$ cat src/rtl/dso_pkg.sv
// Shared types and constants for the DSO digital core command path.
// Holds the framer FSM encodings, response codes and host opcodes.
package dso_pkg;

  typedef enum logic [1:0] {
    IDLE,
    GOT1,
    GOT2
  } rx_state_e;

  typedef enum logic {
    TX_IDLE,
    TX_BUSY
  } tx_state_e;

  localparam logic [7:0] ACK  = 8'hA5;
  localparam logic [7:0] NACK = 8'hEE;

  localparam logic [7:0] DUMP_CH  = 8'h01;
  localparam logic [7:0] CFG_GAIN = 8'h02;
  localparam logic [7:0] TRIG_LVL = 8'h03;
  localparam logic [7:0] TRIG_POS = 8'h04;
  localparam logic [7:0] SET_DEC  = 8'h05;
  localparam logic [7:0] TRIG_CFG = 8'h06;
  localparam logic [7:0] CAL_OFF  = 8'h07;
  localparam logic [7:0] EEP_WR   = 8'h08;
  localparam logic [7:0] EEP_RD   = 8'h09;

  function automatic logic [23:0] pack_cmd(
    input logic [15:0] hi,
    input logic [7:0]  lo
  );
    return {hi, lo};
  endfunction

endpackage

$ cat src/rtl/dig_cmd_framer_if.sv
// UART-side, dispatcher-side and transmitter-side signals of the framer.
// master = framer, slave = surrounding UART/dispatcher logic.
interface dig_cmd_framer_if;
  logic [7:0]  rx_data;
  logic        rx_rdy;
  logic        clr_rx_rdy;
  logic [23:0] cmd;
  logic        cmd_rdy;
  logic        clr_cmd_rdy;
  logic [7:0]  resp;
  logic        send_resp;
  logic [7:0]  tx_data;
  logic        trmt;
  logic        tx_done;
  logic        resp_sent;
  logic        frame_err;

  modport master (
    input  rx_data, rx_rdy, clr_cmd_rdy,
    input  resp, send_resp, tx_done,
    output clr_rx_rdy, cmd, cmd_rdy,
    output tx_data, trmt, resp_sent, frame_err
  );

  modport slave (
    output rx_data, rx_rdy, clr_cmd_rdy,
    output resp, send_resp, tx_done,
    input  clr_rx_rdy, cmd, cmd_rdy,
    input  tx_data, trmt, resp_sent, frame_err
  );
endinterface

$ cat src/rtl/dig_cmd_framer_frame_timer.sv
// Saturating inter-byte idle counter; expired while enabled at the limit.
// Only instantiated when CMD_TIMEOUT_EN is defined.
module frame_timer #(
  parameter int unsigned TIMEOUT_CYC = 100000
) (
  input  logic clk,
  input  logic rst_n,
  input  logic clr,
  input  logic en,
  output logic expired
);

  localparam int W = $clog2(TIMEOUT_CYC + 1);
  localparam logic [W-1:0] LIMIT = W'(TIMEOUT_CYC);

  logic [W-1:0] cnt_q, cnt_d;

  always_comb begin
    cnt_d = cnt_q;
    if (clr) begin
      cnt_d = '0;
    end else if (en && cnt_q != LIMIT) begin
      cnt_d = cnt_q + W'(1);
    end
  end

  always_ff @(posedge clk or negedge rst_n) begin
    if (!rst_n) begin
      cnt_q <= '0;
    end else begin
      cnt_q <= cnt_d;
    end
  end

  assign expired = en && (cnt_q == LIMIT);

endmodule

$ cat src/rtl/dig_cmd_framer.sv
// Three-byte UART command framer with single-byte response return path.
// Define CMD_TIMEOUT_EN to resync framing after TIMEOUT_CYC idle cycles.
module dig_cmd_framer
  import dso_pkg::*;
#(
  parameter int unsigned TIMEOUT_CYC = 100000
) (
  input  logic             clk,
  input  logic             rst_n,
  dig_cmd_framer_if.master bus
);

  rx_state_e   rx_state_q, rx_state_d;
  tx_state_e   tx_state_q, tx_state_d;
  logic [15:0] hold_q, hold_d;
  logic [23:0] cmd_q, cmd_d;
  logic        set_pend_q, set_pend_d;
  logic        cmd_rdy_q, cmd_rdy_d;
  logic        clr_q, clr_d;
  logic        mask_q, mask_d;
  logic        ferr_q, ferr_d;
  logic [7:0]  tx_data_q, tx_data_d;
  logic        trmt_q, trmt_d;
  logic        sent_q, sent_d;
  logic        accept;
  logic        timeout;

  // receiver keeps rdy up through the pulse and one cycle after it
  assign accept = bus.rx_rdy && !clr_q && !mask_q;

`ifdef CMD_TIMEOUT_EN
  logic tmr_en;
  logic tmr_clr;

  assign tmr_en  = (rx_state_q != IDLE);
  assign tmr_clr = accept || !tmr_en;

  frame_timer #(
    .TIMEOUT_CYC(TIMEOUT_CYC)
  ) u_timer (
    .clk     (clk),
    .rst_n   (rst_n),
    .clr     (tmr_clr),
    .en      (tmr_en),
    .expired (timeout)
  );
`else
  logic unused_cfg;

  assign unused_cfg = ^TIMEOUT_CYC;
  assign timeout    = 1'b0;
`endif

  always_comb begin
    rx_state_d = rx_state_q;
    hold_d     = hold_q;
    cmd_d      = cmd_q;
    set_pend_d = 1'b0;
    clr_d      = 1'b0;
    mask_d     = clr_q;
    ferr_d     = 1'b0;
    cmd_rdy_d  = cmd_rdy_q;
    if (set_pend_q) begin
      cmd_rdy_d = 1'b1;
    end else if (bus.clr_cmd_rdy) begin
      cmd_rdy_d = 1'b0;
    end
    if (accept) begin
      clr_d = 1'b1;
      unique case (rx_state_q)
        IDLE: begin
          hold_d[15:8] = bus.rx_data;
          rx_state_d   = GOT1;
        end
        GOT1: begin
          hold_d[7:0] = bus.rx_data;
          rx_state_d  = GOT2;
        end
        GOT2: begin
          cmd_d      = pack_cmd(hold_q, bus.rx_data);
          set_pend_d = 1'b1;
          rx_state_d = IDLE;
          ferr_d     = (cmd_rdy_q || set_pend_q)
                       && !bus.clr_cmd_rdy;
        end
        default: rx_state_d = IDLE;
      endcase
    end else if (timeout) begin
      rx_state_d = IDLE;
      hold_d     = '0;
      ferr_d     = 1'b1;
    end
  end

  always_comb begin
    tx_state_d = tx_state_q;
    tx_data_d  = tx_data_q;
    trmt_d     = 1'b0;
    sent_d     = 1'b0;
    unique case (tx_state_q)
      TX_IDLE: begin
        if (bus.send_resp) begin
          tx_data_d  = bus.resp;
          trmt_d     = 1'b1;
          tx_state_d = TX_BUSY;
        end
      end
      TX_BUSY: begin
        if (bus.tx_done) begin
          sent_d     = 1'b1;
          tx_state_d = TX_IDLE;
        end
      end
      default: tx_state_d = TX_IDLE;
    endcase
  end

  always_ff @(posedge clk or negedge rst_n) begin
    if (!rst_n) begin
      rx_state_q <= IDLE;
      tx_state_q <= TX_IDLE;
      hold_q     <= '0;
      cmd_q      <= '0;
      set_pend_q <= 1'b0;
      cmd_rdy_q  <= 1'b0;
      clr_q      <= 1'b0;
      mask_q     <= 1'b0;
      ferr_q     <= 1'b0;
      tx_data_q  <= '0;
      trmt_q     <= 1'b0;
      sent_q     <= 1'b0;
    end else begin
      rx_state_q <= rx_state_d;
      tx_state_q <= tx_state_d;
      hold_q     <= hold_d;
      cmd_q      <= cmd_d;
      set_pend_q <= set_pend_d;
      cmd_rdy_q  <= cmd_rdy_d;
      clr_q      <= clr_d;
      mask_q     <= mask_d;
      ferr_q     <= ferr_d;
      tx_data_q  <= tx_data_d;
      trmt_q     <= trmt_d;
      sent_q     <= sent_d;
    end
  end

  assign bus.clr_rx_rdy = clr_q;
  assign bus.cmd        = cmd_q;
  assign bus.cmd_rdy    = cmd_rdy_q;
  assign bus.frame_err  = ferr_q;
  assign bus.tx_data    = tx_data_q;
  assign bus.trmt       = trmt_q;
  assign bus.resp_sent  = sent_q;

endmodule
$ cat src/flat_wrapper.sv
// flat-port wrapper written by rule: the top's interface ports become plain ports
module dig_cmd_framer_flat import dso_pkg::*;
#(
  parameter int unsigned TIMEOUT_CYC = 100000
)
  (clk, rst_n, bus_rx_data, bus_rx_rdy, bus_clr_cmd_rdy, bus_resp, bus_send_resp, bus_tx_done, bus_clr_rx_rdy, bus_cmd, bus_cmd_rdy, bus_tx_data, bus_trmt, bus_resp_sent, bus_frame_err);
  dig_cmd_framer_if bus_i ();
  input  logic clk;
  input  logic rst_n;
  input wire logic [$bits(bus_i.rx_data)-1:0] bus_rx_data;
  input wire logic [$bits(bus_i.rx_rdy)-1:0] bus_rx_rdy;
  input wire logic [$bits(bus_i.clr_cmd_rdy)-1:0] bus_clr_cmd_rdy;
  input wire logic [$bits(bus_i.resp)-1:0] bus_resp;
  input wire logic [$bits(bus_i.send_resp)-1:0] bus_send_resp;
  input wire logic [$bits(bus_i.tx_done)-1:0] bus_tx_done;
  output wire logic [$bits(bus_i.clr_rx_rdy)-1:0] bus_clr_rx_rdy;
  output wire logic [$bits(bus_i.cmd)-1:0] bus_cmd;
  output wire logic [$bits(bus_i.cmd_rdy)-1:0] bus_cmd_rdy;
  output wire logic [$bits(bus_i.tx_data)-1:0] bus_tx_data;
  output wire logic [$bits(bus_i.trmt)-1:0] bus_trmt;
  output wire logic [$bits(bus_i.resp_sent)-1:0] bus_resp_sent;
  output wire logic [$bits(bus_i.frame_err)-1:0] bus_frame_err;
  assign bus_i.rx_data = bus_rx_data;
  assign bus_i.rx_rdy = bus_rx_rdy;
  assign bus_i.clr_cmd_rdy = bus_clr_cmd_rdy;
  assign bus_i.resp = bus_resp;
  assign bus_i.send_resp = bus_send_resp;
  assign bus_i.tx_done = bus_tx_done;
  assign bus_clr_rx_rdy = bus_i.clr_rx_rdy;
  assign bus_cmd = bus_i.cmd;
  assign bus_cmd_rdy = bus_i.cmd_rdy;
  assign bus_tx_data = bus_i.tx_data;
  assign bus_trmt = bus_i.trmt;
  assign bus_resp_sent = bus_i.resp_sent;
  assign bus_frame_err = bus_i.frame_err;
  dig_cmd_framer #(.TIMEOUT_CYC(TIMEOUT_CYC)) u_core (.clk(clk), .rst_n(rst_n), .bus(bus_i));
endmodule
$ cat config.mk
export PLATFORM = sky130hd
export DESIGN_NAME = dig_cmd_framer_flat
export DESIGN_NICKNAME = d
export VERILOG_FILES = /design/src/rtl/dso_pkg.sv /design/src/rtl/dig_cmd_framer_if.sv /design/src/rtl/dig_cmd_framer_frame_timer.sv /design/src/rtl/dig_cmd_framer.sv /design/src/flat_wrapper.sv
export SDC_FILE = /design/constraint.sdc
export NUM_CORES = 1
export LEC_CHECK = 0
export ABC_AREA = 0
export CAP_MARGIN = 20
export CORE_MARGIN = 2
export CORE_UTILIZATION = 40
export DETAILED_ROUTE_END_ITERATION = 8
export GPL_TIMING_DRIVEN = 0
export PLACE_DENSITY = 0.68
export SYNTH_ARGS = -nofsm -noshare
export SYNTH_HDL_FRONTEND = slang
export SYNTH_SLANG_ARGS = --single-unit
$ cat constraint.sdc
create_clock -name clk -period 2.6 [get_ports clk]
set_input_delay 0.78 -clock clk [delete_from_list [all_inputs] [get_ports clk]]
set_output_delay 0.78 -clock clk [all_outputs]
set_load 0.05 [all_outputs]
Word level (Yosys, flattened, before mapping)
Cells that the tools add are included.

Register bits: 58. Output and inout port bits: 37. Logic and storage cells: 43.

Equality and inequality tests: 2. Muxes and demuxes: 14. Bitwise operators: 1. Reduce and logical (&&, ||, !) cells: 13.

Operators by type and width (number): 1-bit 2-to-1 mux (12); 2-bit AND reduction (4); 2-bit one-hot mux with 2 select lines (1); 1-bit logical AND (3); 1-bit logical NOT (3); 2-bit by 1-bit equality test with 1-bit output, second input constant (1); 2-bit equality test, second input constant (1); 2-bit logical NOT (1); 1-bit one-hot mux with 2 select lines (1); 2-bit nonzero test (1); 1-bit logical OR (1); 1-bit NOT (1).

Logic depth before layout (Yosys ltp)
Depth after elaboration: 4. Mapped depth: 4. Mapped depth without buffers: 3.

Worst setup path before layout
Ideal clock, no wire load.

Kind: in2reg. Start: input port bus_rx_rdy. End: register u_core.hold_q[0]. Library setup time: 0.125 ns. Data arrival time: 1.491 ns. Data required time: 2.475 ns. Slack: 0.985 ns. Stages on the path: 3. Path buffers: 0. Cell sequence: nor3b_2 nand3b_2 mux2_2.

Longest elaborated chain between the ends: 3.

RTL lines: from (decl) (RTL line flat_wrapper.sv:11) `input wire logic [$bits(bus_i.rx_rdy)-1:0] bus_rx_rdy;`; 1-bit logical AND (2 in series) (RTL line dig_cmd_framer.sv:29) `assign accept = bus.rx_rdy && !clr_q && !mask_q;`; 2-bit AND reduction (no line); to (signal assigned) (RTL line dig_cmd_framer.sv:135) `hold_q <= hold_d;`; to (decl) (RTL line dig_cmd_framer.sv:15) `logic [15:0] hold_q, hold_d;`.

No other way between the ends. A chain may end at the register's enable or synchronous reset.

Final worst setup path
Start: register u_core.clr_q (netlist: u_core.bus.clr_rx_rdy). End: output port bus_clr_rx_rdy.

RTL lines: from (decl) (RTL line dig_cmd_framer.sv:19) `logic clr_q, clr_d;`; from (signal assigned) (RTL line dig_cmd_framer.sv:139) `clr_q <= clr_d;`; to (decl) (RTL line flat_wrapper.sv:16) `output wire logic [$bits(bus_i.clr_rx_rdy)-1:0] bus_clr_rx_rdy;`.

No word-level cell between the ends.

==> implementation parameters <==
Parameter                              Value

Route
  Final routed DRC violation total ... 0
  WL final ... 4009 µm
  Routed Antenna Nets ... 0
  Number of design-rule violations left by the first detailed-router iteration ... 54
  Number of vias per cell ... 4.755
  Length of the first detailed-routing pass in iterations ... 3
  Via total after detailed routing ... 1298
  Drt wl/cell ... 14.68 µm

Placement
  Detailed placer's ending HPWL ... 2865 µm
  Number of buffers added on ports ... 58
  Weighted congestion at the end of routability-driven global placement ... 0.7018
  Pre-CTS worst setup slack ... 0.2183 ns

Critical path
  Delay of the slowest cell on the worst path ... 0.83 ns
  CP required ... 1.82 ns
  Type of origin of the critical path ... flip-flop
  Critical path class ... reg -> out
  Cells along the critical path ... clkdlybuf4s50_1
  Worst-path maximum fanout ... 5
  Crit-path leading delay family ... buffers and inverters
  Arrival @ worst endpoint ... 1.57 ns
  CP max stage cell ... clkdlybuf4s50_1
  Element type at the critical path end ... output pin
  Buffers & Inverters on Critical Path ... 1

Clock network
  Root Driver ... clkbuf_8
  Deepest level of the CTS H-tree ... 3
  TritonCTS buffer count ... 9
  TritonCTS clock tree ... built
  Number of gates resized after cts ... 0
  Clock transition at the register clock pins on the worst setup and hold paths after CTS ... 0.07 ns
  Later-pin clock latency in the skew report ... 0.32 ns
  CTS Sinks ... 58
  Hold buffer count at CTS ... 0
  Setup Buffers After CTS ... 0
  Maximum number of buffers from clock root to sink ... 2

Finish
  Highest-count cells in the layout ignoring fill and taps ... 58 x dfrtp_1, 57 x clkdlybuf4s50_1, 46 x mux2_2
  Synthesis-to-layout area growth ... 41.57%
  Proportion of layout cells with a drive suffix above 1 ... 0.3645
  Layout filler cell count ... 399
  Antenna diode count ... 0
  Count of nets after finishing ... 220
  Most common library cell in the layout ignoring fill and taps ... dfrtp_1
  Share of the core filled with cells ... 0.5931
  Register Area ... 1451 µm²
  Multi-input gate area in the final layout ... 676.9 µm²

Yosys
  Nets in the synthesized netlist ... 150
  Post-synthesis instance area ... 2167 µm²
  Yosys warnings ... 0
  FF+latch count, synth ... 58
  Yosys cell types ... 19
  Average instance area after synthesis ... 16.93 µm²
  Share of the yosys chip area belonging to registers ... 0.6697
  Number of instances in the synthesized netlist ... 128

Floorplanning
  Initial core utilization ... 0.4190
  Overall die width ... 77.61 µm
  Full die area ... 6023 µm²
  Core Box Area ... 5172 µm²
  Chip height ... 77.61 µm
  Number of top-level design ports ... 59
  Site row count ... 26

Global route
  Antenna violations before repair ... 0
  Vias in the first global route ... 1381
  Grt total ovfl ... 0
  Maximum number of pins on one net before global-route repair ... 42
  First-pass GRT wire length ... 6713 µm
  Overall track demand over capacity in global routing ... 0.1466

Flow run
  Max cap viols ... 0

Timing
  Setup slack of the critical path after layout ... 0.2534 ns
  Clock skew ... 0.01051 ns
  Final clock period utilization by the worst path ... 0.9025
  Tmin final ... 2.347 ns
  Setup repair after global routing missed its margin ... no
  Final Hold Viols ... 0
  Final setup violation count ... 0
  Slew Viols, Final ... 0
  Headroom to the max-slew limit ... 0.6456
  Worst Max-Slew Pin Slew ... 0.5300 ns
  Max Clk Rate ... 426.1 MHz

Power
  Peak supply drop ... 0.0006574 V
  Leakage dissipation ... 1.384 nW
  Cell area power density ... 1342 nW/µm²

Worst hold path
  Min-Delay Path Class ... in -> async

Outcome
  Status ... finished clean
logic make-up (layout without fill, tap and decap cells):
family,after synthesis,after routing,share of synthesized area
AOI/OAI and AO/OA,4,4,0.01155
muxes,48,48,0.2529
DFF,58,58,0.6697
buffers and inverters,6,81,0.01790
and+or+nand+nor,12,12,0.04793
per-stage QoR:
stage               hold WS [ns]  std cells  total power [W]  area (µm²)  setup TNS, ns
global route              0.4064        273         0.004311        3068              0
floorplan                 0.4164        128         0.002650        2167              0
finish                    0.3921        273         0.004117        3068              0
global placement          0.4263        256         0.003214        2835         -49.61
detailed placement        0.4313        257         0.003270        2850              0
CTS                       0.3923        273         0.004171        3068              0
cell usage after synthesis:
master    number  area (µm²)
a21o_1         2       15.01
buf_2          1       5.000
nor2_4         1       11.26
nor3b_2        1       12.51
or2b_1         1       7.510
nand3b_2       1       11.26
mux2_4         2       30.03
and2_1         1       6.260
buf_6          2       22.52
nand4b_4       1       23.77
o21ai_0        2       10.01
dfrtp_1       58        1451
nor2_1         1       3.750
mux2_2        46       518.0
inv_1          3       11.26
nand2_2        1       6.260
nand2_1        2       7.510
nor2b_1        1       6.260
nor3b_1        1       7.510
routing by layer:
metal | global-route usage | up-vias | part of all wire
met5 | 0 | - | 0
met4 | 0.07500 | 0 | 0.010
met3 | 0.05000 | 4 | 0.075
met2 | 0.2345 | 51 | 0.49
met1 | 0.1754 | 652 | 0.43
li1 | - | 591 | -
sequential cells by signal (all words and copies together), names as in the netlist:
signal	count
u_core.bus.trmt	1
u_core.tx_state_q	1
u_core.bus.frame_err	1
u_core.bus.resp_sent	1
u_core.bus.tx_data	8
u_core.set_pend_q	1
u_core.bus.cmd	24
u_core.bus.clr_rx_rdy	1
u_core.hold_q	16
u_core.rx_state_q	2
u_core.mask_q	1
u_core.bus.cmd_rdy	1
where the power goes:
part | leakage, nW | total (W) | internal [W] | switching (W)
sequential | 0.709 | 0.00147 | 0.00127 | 0.000199
combinational | 0.570 | 0.00177 | 0.000717 | 0.00105
clock | 0.105 | 0.000885 | 0.000537 | 0.000348
path summary, 6_finish.rpt:
check / depth (start not counted) / startpoint / slack [ns] / to
setup reg to reg: 4 / u_core.mask_q$_DFF_PN0_ / 1.12 / u_core.bus.cmd[20]$_DFFE_PN0P_
max in group asynchronous: 2 / rst_n / 1.66 / u_core.bus.tx_data[1]$_DFFE_PN0P_
hold / removal: 1 / rst_n / 0.39 / u_core.bus.cmd[20]$_DFFE_PN0P_
min in group clk: 1 / u_core.set_pend_q$_DFF_PN0_ / 0.44 / u_core.bus.cmd_rdy$_DFFE_PN0P_
setup / recovery: 1 / u_core.bus.clr_rx_rdy$_DFF_PN0_ / 0.25 / bus_clr_rx_rdy
hold reg to reg: 1 / u_core.set_pend_q$_DFF_PN0_ / 0.44 / u_core.bus.cmd_rdy$_DFFE_PN0P_
layout make-up:
class | count | area share
plain buffers | 3 | 0.008972
clock buffers | 9 | 0.04038
multi-input cells | 64 | 0.2206
well taps | 70 | 0.02855
repair buffers | 59 | 0.1941
inverters | 3 | 0.003670
flip-flops and latches | 58 | 0.4731
clock inverters | 7 | 0.03059
No activity file was read; power rests on OpenSTA's default activity.
